### src/rtl/alu_seq_if.sv
// Operand/result bundle between the operand register file (master) and alu_seq (slave).
interface alu_seq_if #(
    parameter int W = 4
);
    logic         start;
    logic [1:0]   cls;
    logic [1:0]   Op;
    logic [W-1:0] A;
    logic [W-1:0] B;
    logic         cin;
    logic         use_c;
    logic [W-1:0] R;
    logic         z;
    logic         c;
    logic         s;
    logic         v;
    logic         busy;
    logic         done;

    modport master (
        output start, cls, Op, A, B, cin, use_c,
        input  R, z, c, s, v, busy, done
    );

    modport slave (
        input  start, cls, Op, A, B, cin, use_c,
        output R, z, c, s, v, busy, done
    );
endinterface

### src/rtl/alu_seq.sv
// Registered W-bit ALU: 1-cycle arith/logic/compare, n-cycle bit-serial shift/rotate.
// Stored carry can be chained into the next op as carry-in for wide arithmetic.
//
//   state | meaning
//   IDLE  | accepts start; arith/logic/compare and n=0 shifts complete on the accept edge
//   SHIFT | one bit per cycle on the latched operand; completes when the count reaches 0
module alu_seq #(
    parameter int W = 4
) (
    input  logic     clk,
    input  logic     reset_n,
    alu_seq_if.slave bus
);
    localparam int SW = $clog2(W);

    typedef enum logic {
        IDLE,
        SHIFT
    } state_t;

    state_t        r_state;
    logic [W-1:0]  r_work;
    logic [SW-1:0] r_cnt;
    logic [1:0]    r_op;
    logic [W-1:0]  r_R;
    logic          r_z;
    logic          r_c;
    logic          r_s;
    logic          r_v;
    logic          r_busy;
    logic          r_done;

    logic [W-1:0]  w_x;
    logic [W-1:0]  w_y;
    logic          w_cin;
    logic [W:0]    w_sum;
    logic          w_ovf;
    logic [W-1:0]  w_logic;
    logic [W-1:0]  w_step;
    logic          w_step_out;
    logic [SW-1:0] w_n;

    assign w_n = bus.B[SW-1:0];

    // Compare reuses the adder as A + ~B + 1 with the carry-in forced.
    always_comb begin
        w_x   = bus.A;
        w_y   = '0;
        w_cin = bus.use_c ? r_c : bus.cin;
        if (bus.cls == 2'b11) begin
            w_y   = ~bus.B;
            w_cin = 1'b1;
        end else begin
            case (bus.Op)
                2'b00:   w_y = '0;
                2'b01: begin
                    w_x = ~bus.A;
                    w_y = W'(1);
                end
                2'b10:   w_y = bus.B;
                default: w_y = W'(1);
            endcase
        end
        w_sum = {1'b0, w_x} + {1'b0, w_y} + {{W{1'b0}}, w_cin};
        w_ovf = (w_x[W-1] == w_y[W-1]) && (w_sum[W-1] != w_x[W-1]);
    end

    always_comb begin
        case (bus.Op)
            2'b00:   w_logic = bus.A & bus.B;
            2'b01:   w_logic = bus.A | bus.B;
            2'b10:   w_logic = bus.A ^ bus.B;
            default: w_logic = ~bus.A;
        endcase
    end

    always_comb begin
        w_step     = r_work;
        w_step_out = 1'b0;
        case (r_op)
            2'b00: begin
                w_step     = {r_work[W-2:0], 1'b0};
                w_step_out = r_work[W-1];
            end
            2'b01: begin
                w_step     = {1'b0, r_work[W-1:1]};
                w_step_out = r_work[0];
            end
            2'b10: begin
                w_step     = {r_work[W-1], r_work[W-1:1]};
                w_step_out = r_work[0];
            end
            default: begin
                w_step     = {r_work[W-2:0], r_work[W-1]};
                w_step_out = r_work[W-1];
            end
        endcase
    end

    always_ff @(posedge clk or negedge reset_n) begin
        if (!reset_n) begin
            r_state <= IDLE;
            r_work  <= '0;
            r_cnt   <= '0;
            r_op    <= 2'b00;
            r_R     <= '0;
            r_z     <= 1'b0;
            r_c     <= 1'b0;
            r_s     <= 1'b0;
            r_v     <= 1'b0;
            r_busy  <= 1'b0;
            r_done  <= 1'b0;
        end else begin
            r_done <= 1'b0;
            case (r_state)
                IDLE: begin
                    if (bus.start) begin
                        case (bus.cls)
                            2'b00: begin
                                r_R    <= w_sum[W-1:0];
                                r_z    <= (w_sum[W-1:0] == '0);
                                r_c    <= w_sum[W];
                                r_s    <= w_sum[W-1];
                                r_v    <= w_ovf;
                                r_done <= 1'b1;
                            end
                            2'b01: begin
                                r_R    <= w_logic;
                                r_z    <= (w_logic == '0);
                                r_c    <= 1'b0;
                                r_s    <= w_logic[W-1];
                                r_v    <= 1'b0;
                                r_done <= 1'b1;
                            end
                            2'b11: begin
                                r_z    <= (w_sum[W-1:0] == '0);
                                r_c    <= w_sum[W];
                                r_s    <= w_sum[W-1];
                                r_v    <= w_ovf;
                                r_done <= 1'b1;
                            end
                            default: begin
                                if (w_n == '0) begin
                                    r_R    <= bus.A;
                                    r_z    <= (bus.A == '0);
                                    r_c    <= 1'b0;
                                    r_s    <= bus.A[W-1];
                                    r_v    <= 1'b0;
                                    r_done <= 1'b1;
                                end else begin
                                    r_work  <= bus.A;
                                    r_cnt   <= w_n;
                                    r_op    <= bus.Op;
                                    r_busy  <= 1'b1;
                                    r_state <= SHIFT;
                                end
                            end
                        endcase
                    end
                end
                SHIFT: begin
                    r_work <= w_step;
                    r_cnt  <= r_cnt - SW'(1);
                    if (r_cnt == SW'(1)) begin
                        r_R     <= w_step;
                        r_z     <= (w_step == '0);
                        r_c     <= w_step_out;
                        r_s     <= w_step[W-1];
                        r_v     <= 1'b0;
                        r_done  <= 1'b1;
                        r_busy  <= 1'b0;
                        r_state <= IDLE;
                    end
                end
                default: r_state <= IDLE;
            endcase
        end
    end

    assign bus.R    = r_R;
    assign bus.z    = r_z;
    assign bus.c    = r_c;
    assign bus.s    = r_s;
    assign bus.v    = r_v;
    assign bus.busy = r_busy;
    assign bus.done = r_done;
endmodule

### src/flat_wrapper.sv
// flat-port wrapper written by rule: the top's interface ports become plain ports
module alu_seq_flat 
#(
    parameter int W = 4
)
  (clk, reset_n, bus_start, bus_cls, bus_Op, bus_A, bus_B, bus_cin, bus_use_c, bus_R, bus_z, bus_c, bus_s, bus_v, bus_busy, bus_done);
  alu_seq_if #(.W(W)) bus_i ();
  input  logic clk;
  input  logic reset_n;
  input wire logic [$bits(bus_i.start)-1:0] bus_start;
  input wire logic [$bits(bus_i.cls)-1:0] bus_cls;
  input wire logic [$bits(bus_i.Op)-1:0] bus_Op;
  input wire logic [$bits(bus_i.A)-1:0] bus_A;
  input wire logic [$bits(bus_i.B)-1:0] bus_B;
  input wire logic [$bits(bus_i.cin)-1:0] bus_cin;
  input wire logic [$bits(bus_i.use_c)-1:0] bus_use_c;
  output wire logic [$bits(bus_i.R)-1:0] bus_R;
  output wire logic [$bits(bus_i.z)-1:0] bus_z;
  output wire logic [$bits(bus_i.c)-1:0] bus_c;
  output wire logic [$bits(bus_i.s)-1:0] bus_s;
  output wire logic [$bits(bus_i.v)-1:0] bus_v;
  output wire logic [$bits(bus_i.busy)-1:0] bus_busy;
  output wire logic [$bits(bus_i.done)-1:0] bus_done;
  assign bus_i.start = bus_start;
  assign bus_i.cls = bus_cls;
  assign bus_i.Op = bus_Op;
  assign bus_i.A = bus_A;
  assign bus_i.B = bus_B;
  assign bus_i.cin = bus_cin;
  assign bus_i.use_c = bus_use_c;
  assign bus_R = bus_i.R;
  assign bus_z = bus_i.z;
  assign bus_c = bus_i.c;
  assign bus_s = bus_i.s;
  assign bus_v = bus_i.v;
  assign bus_busy = bus_i.busy;
  assign bus_done = bus_i.done;
  alu_seq #(.W(W)) u_core (.clk(clk), .reset_n(reset_n), .bus(bus_i));
endmodule
### config.mk
export PLATFORM = sky130hd
export DESIGN_NAME = alu_seq_flat
export DESIGN_NICKNAME = d
export VERILOG_FILES = /design/src/rtl/alu_seq_if.sv /design/src/rtl/alu_seq.sv /design/src/flat_wrapper.sv
export SDC_FILE = /design/constraint.sdc
export NUM_CORES = 1
export LEC_CHECK = 0
export ABC_AREA = 1
export BUFFER_PORTS_ARGS = -buffer_cell sky130_fd_sc_hd__clkbuf_2
export CORE_MARGIN = 3
export CORE_UTILIZATION = 47
export CTS_CLUSTER_SIZE = 40
export DETAILED_ROUTE_END_ITERATION = 12
export GPL_ROUTABILITY_DRIVEN = 1
export GPL_TIMING_DRIVEN = 1
export PLACE_DENSITY = 0.68
export SYNTH_ARGS = -nofsm -noshare
export SYNTH_HDL_FRONTEND = slang
export SYNTH_SLANG_ARGS = --single-unit
### constraint.sdc
create_clock -name clk -period 3 [get_ports clk]
set_clock_uncertainty 0.2 [all_clocks]
set_input_delay 0.3 -clock clk [delete_from_list [all_inputs] [get_ports clk]]
set_output_delay 0.3 -clock clk [all_outputs]
set_load 0.005 [all_outputs]
==> results of run 1 <==
through the flow:
step / power, W / cells
floorplan: 0.000951 / 235
CTS: 0.00128 / 313
global route: 0.00142 / 313
finish: 0.00127 / 313
global placement: 0.00114 / 308
detailed placement: 0.00115 / 308
worst max path at each step:
stage	start	to	slack, ns
after floorplan	bus_cls[0]	u_core.bus.z$_DFFE_PN0P_	0.31
after detailed placement	bus_cls[0]	u_core.bus.z$_DFFE_PN0P_	0.05
after CTS	bus_cls[0]	u_core.bus.z$_DFFE_PN0P_	0.35
after global placement	bus_cls[0]	u_core.bus.z$_DFFE_PN0P_	0.14
after global routing	bus_cls[0]	u_core.bus.z$_DFFE_PN0P_	0.13
final	bus_cls[0]	u_core.bus.z$_DFFE_PN0P_	0.32
final cells by class:
cell class	count	share of cell area [%]
multi-input cells	174	54.5
flip-flops and latches	19	24.7
repair buffers	31	8.84
inverters	39	7.61
well taps	46	2.99
clock buffers	4	1.37
synthesized netlist by cell type, drive strengths merged (2+ instances only):
| cell type | count |
|---|---|
| buf | 3 |
| o21ai | 18 |
| xor2 | 5 |
| dfrtp | 19 |
| a22oi | 4 |
| o21a | 2 |
| a31oi | 3 |
| inv | 39 |
| nor2 | 26 |
| o221ai | 3 |
| fa | 2 |
| nand4 | 6 |
| nand3 | 16 |
| o2111ai | 2 |
| nor3 | 4 |
| a21oi | 9 |
| nand2 | 50 |
| ha | 20 |
logic make-up (layout without fill, tap and decap cells):
| family | count (synthesis) | count (layout) |
|---|---|---|
| flip-flops | 19 | 19 |
| buffers and inverters | 42 | 74 |
| adder cells (fa/ha/maj) | 22 | 22 |
| AND/OR/NAND/NOR | 103 | 103 |
| XOR/XNOR | 6 | 6 |
| AO/OA/AOI/OAI | 43 | 43 |
per-layer routing:
metal,vias to the layer above,share of wire (%)
met3,8,5.3
li1,840,-
met1,725,49
met4,0,2.1
met2,52,44
met5,-,0
sequential cells by signal (all words and copies together), names as in the netlist, 2 cells and up:
register	flops
u_core.bus.R	4
u_core.r_cnt	2
u_core.r_op	2
u_core.r_work	4
worst reg2reg max path, delay by kind of cell, from the launching register on:
| kind | cells | cell delay (ns) |
|---|---|---|
| DFF | 1 | 0.43 |
| and+or+nand+nor | 6 | 0.50 |
| adders and majority gates | 2 | 0.84 |
| xor gates and xnor gates | 1 | 0.21 |
| AOI/OAI and AO/OA | 3 | 0.35 |
repair_timing:
item	CTS	global route
buffers inserted	0	0
hold buffers	1	0
hold endpoints to repair	19	0
where the power goes:
group	switching (W)	internal (W)	total, W
Clock	0.0000727	0.0000516	0.000124
Sequential	0.0000837	0.000374	0.000457
Combinational	0.000420	0.000272	0.000692
==> run_results.csv, run 1 <==
group,metric,value,unit
placed_design,place_ws,0.0544,ns
sta,tightest_slew,0.459,ns
setup_path,crit_top_cell,"nand2_1",
flow_run,max_cap_viol_count,0,
pwr,ir_drop,0.173,mV
setup_path,critPathArrivalTime,2.70,ns
placed_design,place.gp.congestion,0.865,
setup_path,critical_path_class,"input pin to register",
floorplan,rows,21,
floorplan,io_pins,27,
global_routing,track_usage,20.6,%
setup_path,crit_required,3.02,ns
global_routing,antenna_found_initial,0,
cells_and_area,nets,307,
synthesis,synthTopCellsByArea,"dfrtp_1 28%, ha_1 15%, nand2_1 11%, inv_1 7.8%, nor2_1 5.3%",
synthesis,synth_top_family_by_area,"simple AND/OR/NAND/NOR gates",
setup_path,cpMaxStageDelayCell,"fa_1",
sta,post-route-period-util,89.4,%
cells_and_area,fillers,363,
sta,timing.setup.tns,0,ns
global_routing,met2_usage,31.8,%
global_routing,grt_pass1_vias,1537,
floorplan,design.core.area,0.00342,mm2
synthesis,syn_inst,235,
setup_path,crit_fanout,5,
clocking,clock_latency,0.29,ns
global_routing,use_met3,2.21,%
sta,relSlewSlack,69.4,%
sta,finalHoldViolCount,0,
cells_and_area,drive_gt1_share,15.4,%
global_routing,grt-ovfl-total,0,
worst_hold_path,min_from,"bus_B[0]",
clocking,clk_pin_slew,0.11,ns
setup_path,r2r-end,"u_core.bus.z$_DFFE_PN0P_",
sta,worst_slack,0.317,ns
floorplan,die_w,66.0,um
synthesis,yosysSeqAreaShare,28.1,%
setup_path,r2r_cells,12,
global_routing,grt_first_pass_wirelength,6.98,mm
synthesis,synth.mux.area_fraction,0,%
sta,timing.fmax,0.373,GHz
sta,period_needed,2.68,ns
placed_design,port_buffers,26,
synthesis,synth_fa_ha_area_share,17.1,%
route,drt_first_pass_iters,4,
sta,setup_viol,0,
route,vias,1625,
clocking,h-tree-depth,1,
clocking,cts_tree,"built",
synthesis,synth_top_area_share,28.1,%
cells_and_area,seqCellArea,475,um2
clocking,cts_resized,0,
sta,finalMaxSlewViolations,0,
global_routing,busiest_layer,"met2",
synthesis,synth_xor_area_share,3.10,%
cells_and_area,layout.cells.most_common_list,"49 x nand2_1, 35 x inv_1, 26 x clkbuf_2",
synthesis,synth_fp_nets,274,
cells_and_area,final_common_cell,"nand2_1",
synthesis,syn_area_per_cell,7.21,um2
synthesis,synth_compound_area_share,15.5,%
route,drcViolationCount,0,
clocking,clock-sinks,19,
synthesis,synth_area,0.00169,mm2
route,wl_per_cell,12.7,um
floorplan,die_area,0.00436,mm2
cells_and_area,stdcell_area,0.00192,mm2
setup_path,path_cells,"clkbuf_2 > ha_1 > inv_1 > nand2_2 > xor2_1 > fa_1 > fa_1 > xor2_1 > nor3_1 > nand4_1 > nand2_1 > nand2_1 > nand2_1 > nand2_1 > a21oi_2",
clocking,clock-root-buffer,"clkbuf_4",
floorplan,start_util,49.6,%
global_routing,grt.met1_usage,29.5,%
setup_path,critical_path.top_delay_family,"adder cells",
placed_design,dpl.hpwl,3.26,mm
synthesis,synthFlopType,"dfrtp_1",
route,ant_nets,0,
sta,rsz0062_at_grt,"no",
pwr,p_per_area,662,mW/mm2
cells_and_area,multi_input_area,0.00105,mm2
synthesis,synth_simple_gate_area_share,26.1,%
synthesis,yosysWarningCount,0,
clocking,ctsLongestPathBuffers,2,
worst_hold_path,holdPathStages,2,
worst_hold_path,min_path_type,"input pin to register",
global_routing,grt_max_degree,20,
route,wl,3.97,mm
clocking,cts_made_buffers,3,
setup_path,crit_buf_inv,2,
route,drt-initial-drc-count,98,
status,status,"finished clean",
setup_path,rrSetupSlack,0.41,ns
pwr,total_leakage_power,1.03,nW
setup_path,setup.worst_path.start_class,"input pin",
sta,fin_hold_ws,0.128,ns
setup_path,cpPeakStageDelay,0.44,ns
synthesis,synth-edff-count,0,
synthesis,async_flop_share,100,%
setup_path,r2r-start,"u_core.bus.c$_DFFE_PN0P_",
cells_and_area,final_core_util,56.3,%
synthesis,synth_top_cell_by_area,"dfrtp_1",
setup_path,path_depth,15,
cells_and_area,antenna-diode-count,0,
floorplan,die_y,66.0,um
worst_hold_path,holdPathEnd,"u_core.r_cnt[0]$_DFFE_PN0P_",
synthesis,synth.distinct_cells,30,
placed_design,placed_cell_area,0.00189,mm2
setup_path,end_kind,"register",
synthesis,ys_seq_elements,19,
route,vias_per_cell,5.19,
cells_and_area,area_growth_syn_to_layout,13.6,%
Power figures use the tool's default switching activity.
==> inputs of run 2 (changes only) <==
--- a/config.mk
+++ b/config.mk
@@ -9,6 +9,7 @@
 export BUFFER_PORTS_ARGS = -buffer_cell sky130_fd_sc_hd__clkbuf_2
 export CORE_MARGIN = 3
 export CORE_UTILIZATION = 47
+export CTS_BUF_LIST = sky130_fd_sc_hd__clkbuf_8 sky130_fd_sc_hd__clkbuf_16
 export CTS_CLUSTER_SIZE = 40
 export DETAILED_ROUTE_END_ITERATION = 12
 export GPL_ROUTABILITY_DRIVEN = 1
==> run 2 against run 1 <==
  * Maximum frequency shrank 1.6%
  * Largest power group unchanged
  * Sequential cell count is the same
  * Cell area grew 0.97%
  * Worst setup slack lost 0.044 ns
  * Sequential power is essentially flat
  * Sequential share of layout area shrank 0.24 points
  * Power grew 3.7%
  * Wire length grew 0.68%
  * Non-clock buffer count is the same
  * Die area is the same
  * Critical path type unchanged
  * Via count shrank 0.92%
  * Register-to-register slack is essentially flat
==> run_results.csv, run 2 (synthesized netlist as in run 1, its figures left out) <==
group,metric,value,unit
cells_and_area,area_growth_syn_to_layout,14.7,%
global_routing,antenna_found_initial,0,
sta,post-route-period-util,90.9,%
route,drcViolationCount,0,
cells_and_area,nets,307,
setup_path,critPathArrivalTime,2.71,ns
global_routing,busiest_layer,"met2",
route,drt-initial-drc-count,106,
sta,rsz0062_at_grt,"no",
route,wl,3.99,mm
route,vias_per_cell,5.14,
floorplan,io_pins,27,
sta,relSlewSlack,69.4,%
setup_path,path_cells,"clkbuf_2 > ha_1 > inv_1 > nand2_2 > xor2_1 > fa_1 > fa_1 > xor2_1 > nor3_1 > nand4_1 > nand2_1 > nand2_1 > nand2_1 > nand2_1 > a21oi_2",
placed_design,port_buffers,26,
clocking,cts_tree,"built",
worst_hold_path,min_path_type,"input pin to register",
sta,period_needed,2.73,ns
floorplan,rows,21,
placed_design,placed_cell_area,0.00189,mm2
route,drt_first_pass_iters,4,
cells_and_area,multi_input_area,0.00105,mm2
status,status,"finished clean",
global_routing,met2_usage,31.3,%
sta,worst_slack,0.273,ns
setup_path,end_kind,"register",
clocking,clock-root-buffer,"clkbuf_8",
clocking,clock_latency,0.25,ns
sta,finalMaxSlewViolations,0,
global_routing,grt_pass1_vias,1523,
cells_and_area,final_core_util,56.9,%
route,ant_nets,0,
clocking,ctsLongestPathBuffers,2,
clocking,cts_setup_buffers,0,
placed_design,place_ws,0.0544,ns
global_routing,grt.met1_usage,30.0,%
cells_and_area,final_common_cell,"nand2_1",
sta,timing.fmax,0.367,GHz
cells_and_area,antenna-diode-count,0,
setup_path,crit_fanout,5,
floorplan,design.core.area,0.00342,mm2
cells_and_area,stdcell_area,0.00194,mm2
setup_path,crit_required,2.98,ns
setup_path,critical_path_class,"input pin to register",
global_routing,grt_max_degree,20,
pwr,total_leakage_power,1.04,nW
pwr,ir_drop,0.206,mV
setup_path,setup.worst_path.start_class,"input pin",
pwr,p_per_area,680,mW/mm2
route,vias,1610,
floorplan,die_area,0.00436,mm2
setup_path,cpPeakStageDelay,0.44,ns
clocking,cts_made_buffers,3,
floorplan,die_y,66.0,um
clocking,clk_pin_slew,0.07,ns
global_routing,track_usage,20.6,%
floorplan,die_w,66.0,um
cells_and_area,fillers,357,
floorplan,start_util,49.6,%
placed_design,dpl.hpwl,3.26,mm
setup_path,cpMaxStageDelayCell,"fa_1",
placed_design,place.gp.congestion,0.865,
sta,setup_viol,0,
sta,tightest_slew,0.460,ns
clocking,clock-sinks,19,
cells_and_area,layout.cells.most_common_list,"49 x nand2_1, 36 x inv_1, 26 x clkbuf_2",
cells_and_area,seqCellArea,475,um2
clocking,h-tree-depth,1,
setup_path,crit_top_cell,"nand2_1",
route,wl_per_cell,12.8,um
sta,finalHoldViolCount,0,
sta,timing.setup.tns,0,ns
global_routing,grt_first_pass_wirelength,6.96,mm
cells_and_area,drive_gt1_share,15.4,%
flow_run,max_cap_viol_count,0,
global_routing,use_met3,1.70,%
global_routing,grt-ovfl-total,0,
==> run 2: through the flow <==
| stage | cells | hold slack, ns | power, W |
|---|---|---|---|
| floorplan | 235 | -0.196 | 0.000951 |
| global placement | 308 | 0.0744 | 0.00114 |
| detailed placement | 308 | 0.0725 | 0.00115 |
| CTS | 313 | 0.175 | 0.00132 |
| global route | 313 | 0.183 | 0.00146 |
| finish | 313 | 0.170 | 0.00132 |
==> run 2: final timing paths <==
check,slack [ns],startpoint,end,depth (start not counted)
worst max-delay path,0.27,bus_cls[0],u_core.bus.z$_DFFE_PN0P_,15
worst min-delay path,0.17,bus_B[0],u_core.r_cnt[0]$_DFFE_PN0P_,2
worst max register to register,0.42,u_core.bus.c$_DFFE_PN0P_,u_core.bus.z$_DFFE_PN0P_,12
worst min register to register,0.30,u_core.bus.v$_DFFE_PN0P_,u_core.bus.v$_DFFE_PN0P_,2
max in group asynchronous,1.96,reset_n,u_core.bus.done$_DFF_PN0_,2
min in group asynchronous,0.32,reset_n,u_core.r_work[1]$_DFFE_PN0P_,2
==> run 2: final cells by class <==
class,instances,share of cell area (%)
inverter,39,7.53
multi-input combinational,174,54.0
tap,46,2.96
clock buffer,3,2.12
clock inverter,1,0.193
timing repair buffer,31,8.76
sequential,19,24.5
==> run 2: power by group <==
part | switching (W) | internal [W] | leakage (nW)
Combinational | 0.000420 | 0.000271 | 0.779
Sequential | 0.0000850 | 0.000375 | 0.236
Clock | 0.0000787 | 0.0000908 | 0.0269
==> run 2: repair_timing <==
action                                  CTS  global route
endpoints found under the setup margin    0             0
hold endpoints to repair                 19             0
hold buffers                              1             0
resized for setup                         0             0
==> run 2: worst max-delay path: cells and delay by family <==
family / cells / cell delay, ns
fa+ha+maj: 3 / 1.10
simple gates: 7 / 0.58
xor+xnor: 2 / 0.37
buf+inv: 2 / 0.24
compound gates: 1 / 0.11
==> run 2: layer usage <==
layer / routed length, um / vias to the layer above
li1: - / 838
met1: 1970 / 714
met2: 1770 / 50
met3: 187 / 8
met4: 65 / 0
met5: 0 / -
==> inputs of run 3 (changes only) <==
--- a/config.mk
+++ b/config.mk
@@ -5,7 +5,6 @@
 export SDC_FILE = /design/constraint.sdc
 export NUM_CORES = 1
 export LEC_CHECK = 0
-export ABC_AREA = 1
 export BUFFER_PORTS_ARGS = -buffer_cell sky130_fd_sc_hd__clkbuf_2
 export CORE_MARGIN = 3
 export CORE_UTILIZATION = 47
==> run 3 against run 2 <==
  * Largest power group unchanged
  * Critical endpoint is now u_core.bus.R[2]$_DFFE_PN0P_
  * First-iteration DRC count fell by 1.9%
  * Sequential power increased by 5.9%
  * Wire length increased by 1.7%
  * Largest cell class unchanged
==> run_results.csv, run 3 <==
group,metric,value,unit
status,status,"finished clean",
setup_path,crit_start,"bus_cls[0]",
cells_and_area,fillers,328,
floorplan,io_pins,27,
route,drcViolationCount,0,
placed_design,dpl.hpwl,3.36,mm
flow_run,max_cap_viol_count,0,
route,wl_per_cell,15.6,um
sta,post-route-period-util,92.9,%
pwr,finalPower,0.00136,W
sta,fin_hold_ws,0.218,ns
clocking,clk_pin_slew,0.07,ns
placed_design,place_ws,-0.118,ns
synthesis,synth_common_cells,"20 x ha_1, 20 x inv_1, 19 x dfrtp_1, 12 x a21oi_1",
floorplan,design.core.area,0.00342,mm2
placed_design,port_buffers,26,
synthesis,yosysWarningCount,0,
pwr,p_per_area,682,mW/mm2
global_routing,track_usage,21.0,%
floorplan,start_util,49.9,%
route,drt_first_pass_iters,4,
setup_path,setup.worst_path.start_class,"input pin",
synthesis,synth_top_cell_by_area,"dfrtp_1",
sta,relSlewSlack,56.0,%
global_routing,grt-ovfl-total,0,
cells_and_area,final_core_util,58.4,%
cells_and_area,multi_input_area,0.00113,mm2
setup_path,end_kind,"register",
synthesis,synthFlopType,"dfrtp_1",
clocking,clock-root-buffer,"clkbuf_8",
cells_and_area,drive_gt1_share,26.5,%
sta,rsz0062_at_grt,"no",
sta,tightest_slew,0.661,ns
clocking,clock-sinks,19,
synthesis,yosysSeqAreaShare,27.9,%
clocking,ctsLongestPathBuffers,2,
synthesis,synth_area,0.00171,mm2
cells_and_area,antenna-diode-count,0,
worst_hold_path,min_from,"bus_start",
sta,period_needed,2.79,ns
floorplan,die_area,0.00439,mm2
cells_and_area,nets,255,
route,wl,4.06,mm
worst_hold_path,min_path_type,"input pin to register",
clocking,cts_tree,"built",
synthesis,synth.distinct_cells,50,
cells_and_area,area_growth_syn_to_layout,17.0,%
sta,timing.fmax,0.359,GHz
cells_and_area,final_common_cell,"clkbuf_2",
route,drt-initial-drc-count,104,
placed_design,place.gp.congestion,0.891,
sta,finalMaxSlewViolations,0,
floorplan,rows,21,
setup_path,crit_required,2.95,ns
clocking,cts_made_buffers,3,
route,vias_per_cell,5.80,
setup_path,critPathArrivalTime,2.74,ns
synthesis,syn_area_per_cell,9.37,um2
sta,finalHoldViolCount,0,
global_routing,grt_max_degree,20,
cells_and_area,seqCellArea,475,um2
floorplan,die_w,66.2,um
setup_path,r2r-start,"u_core.bus.c$_DFFE_PN0P_",
clocking,clock_latency,0.26,ns
global_routing,antenna_found_initial,0,
pwr,ir_drop,0.259,mV
synthesis,async_flop_share,100,%
synthesis,ys_seq_elements,19,
pwr,total_leakage_power,0.974,nW
synthesis,synth_top_area_share,27.9,%
cells_and_area,layout.cells.most_common_list,"26 x clkbuf_2, 21 x inv_1, 20 x ha_1",
clocking,h-tree-depth,1,
sta,setup_viol,0,
route,ant_nets,0,
setup_path,crit_fanout,6,
global_routing,grt_first_pass_wirelength,7.00,mm
setup_path,critical_path_class,"input pin to register",
synthesis,syn_inst,182,
clocking,cts_setup_buffers,0,
synthesis,synth-edff-count,0,
route,vias,1514,
sta,worst_slack,0.214,ns
synthesis,synthTopCellsByArea,"dfrtp_1 28%, ha_1 15%, mux4_2 5.3%, inv_1 4.4%, a21oi_1 3.5%",
global_routing,grt_pass1_vias,1497,
floorplan,die_y,66.2,um
synthesis,synth_fp_nets,221,
run 3: routing by layer:
layer / global-route usage (%) / up-vias / share of wire, %
met1: 28.3 / 736 / 45
met5: 0 / - / 0
met2: 34.9 / 54 / 49
li1: - / 720 / -
met4: 7.87 / 0 / 1.5
met3: 1.19 / 4 / 4.4
run 3: path summary, 6_finish.rpt:
path | to | slack, ns | depth (start not counted)
setup / recovery | u_core.bus.R[2]$_DFFE_PN0P_ | 0.21 | 11
hold / removal | u_core.bus.busy$_DFFE_PN0P_ | 0.22 | 3
setup reg to reg | u_core.bus.R[2]$_DFFE_PN0P_ | 0.36 | 8
hold reg to reg | u_core.r_cnt[0]$_DFFE_PN0P_ | 0.29 | 1
max in group asynchronous | u_core.r_cnt[0]$_DFFE_PN0P_ | 1.94 | 2
min in group asynchronous | u_core.bus.R[0]$_DFFE_PN0P_ | 0.33 | 2
run 3: per-stage QoR:
step | setup TNS (ns) | cells | cell area (um2)
5_1_grt | 0 | 261 | 2000
3_3_place_gp | -0.0363 | 256 | 1920
6_report | 0 | 261 | 2000
3_5_place_dp | -0.153 | 256 | 1920
4_1_cts | 0 | 261 | 1970
2_1_floorplan | 0 | 182 | 1710
run 3: area by class of cell:
| class | count | area share, % |
|---|---|---|
| timing repair buffer | 35 | 10.0 |
| inverter | 23 | 4.33 |
| tap | 46 | 2.88 |
| multi-input combinational | 134 | 56.7 |
| clock inverter | 1 | 0.188 |
| clock buffer | 3 | 2.07 |
| sequential | 19 | 23.8 |
run 3: repair_timing:
action / 4_1_cts / 5_1_grt
gates resized for setup: 0 / 4
setup endpoints to repair: 0 / 2
hold endpoints to repair: 19 / 0
hold buffers: 1 / 0
run 3: power breakdown:
group          internal, W  leakage, nW  switching (W)
logic             0.000333        0.720       0.000362
clock network    0.0000911       0.0269      0.0000874
registers         0.000372        0.227       0.000114
total             0.000796        0.974       0.000564
run 3: logic make-up after synthesis:
logic type	Yosys count	share of synthesized area, %
AO/OA/AOI/OAI	55	22.1
XOR/XNOR	7	3.60
adder cells (fa/ha/maj)	22	17.0
buffers and inverters	29	7.41
flip-flops	19	27.9
multiplexers	13	10.9
AND/OR/NAND/NOR	37	11.2
run 3: worst max-delay path, stage by stage:
cell and delay (ns):
clkbuf_2 0.09, ha_1 0.30, nor3b_4 0.27, xnor2_1 0.12
fa_1 0.44, fa_2 0.39, xnor2_2 0.18, nor2_1 0.06
a211oi_1 0.20, a21boi_0 0.12, mux2_2 0.26
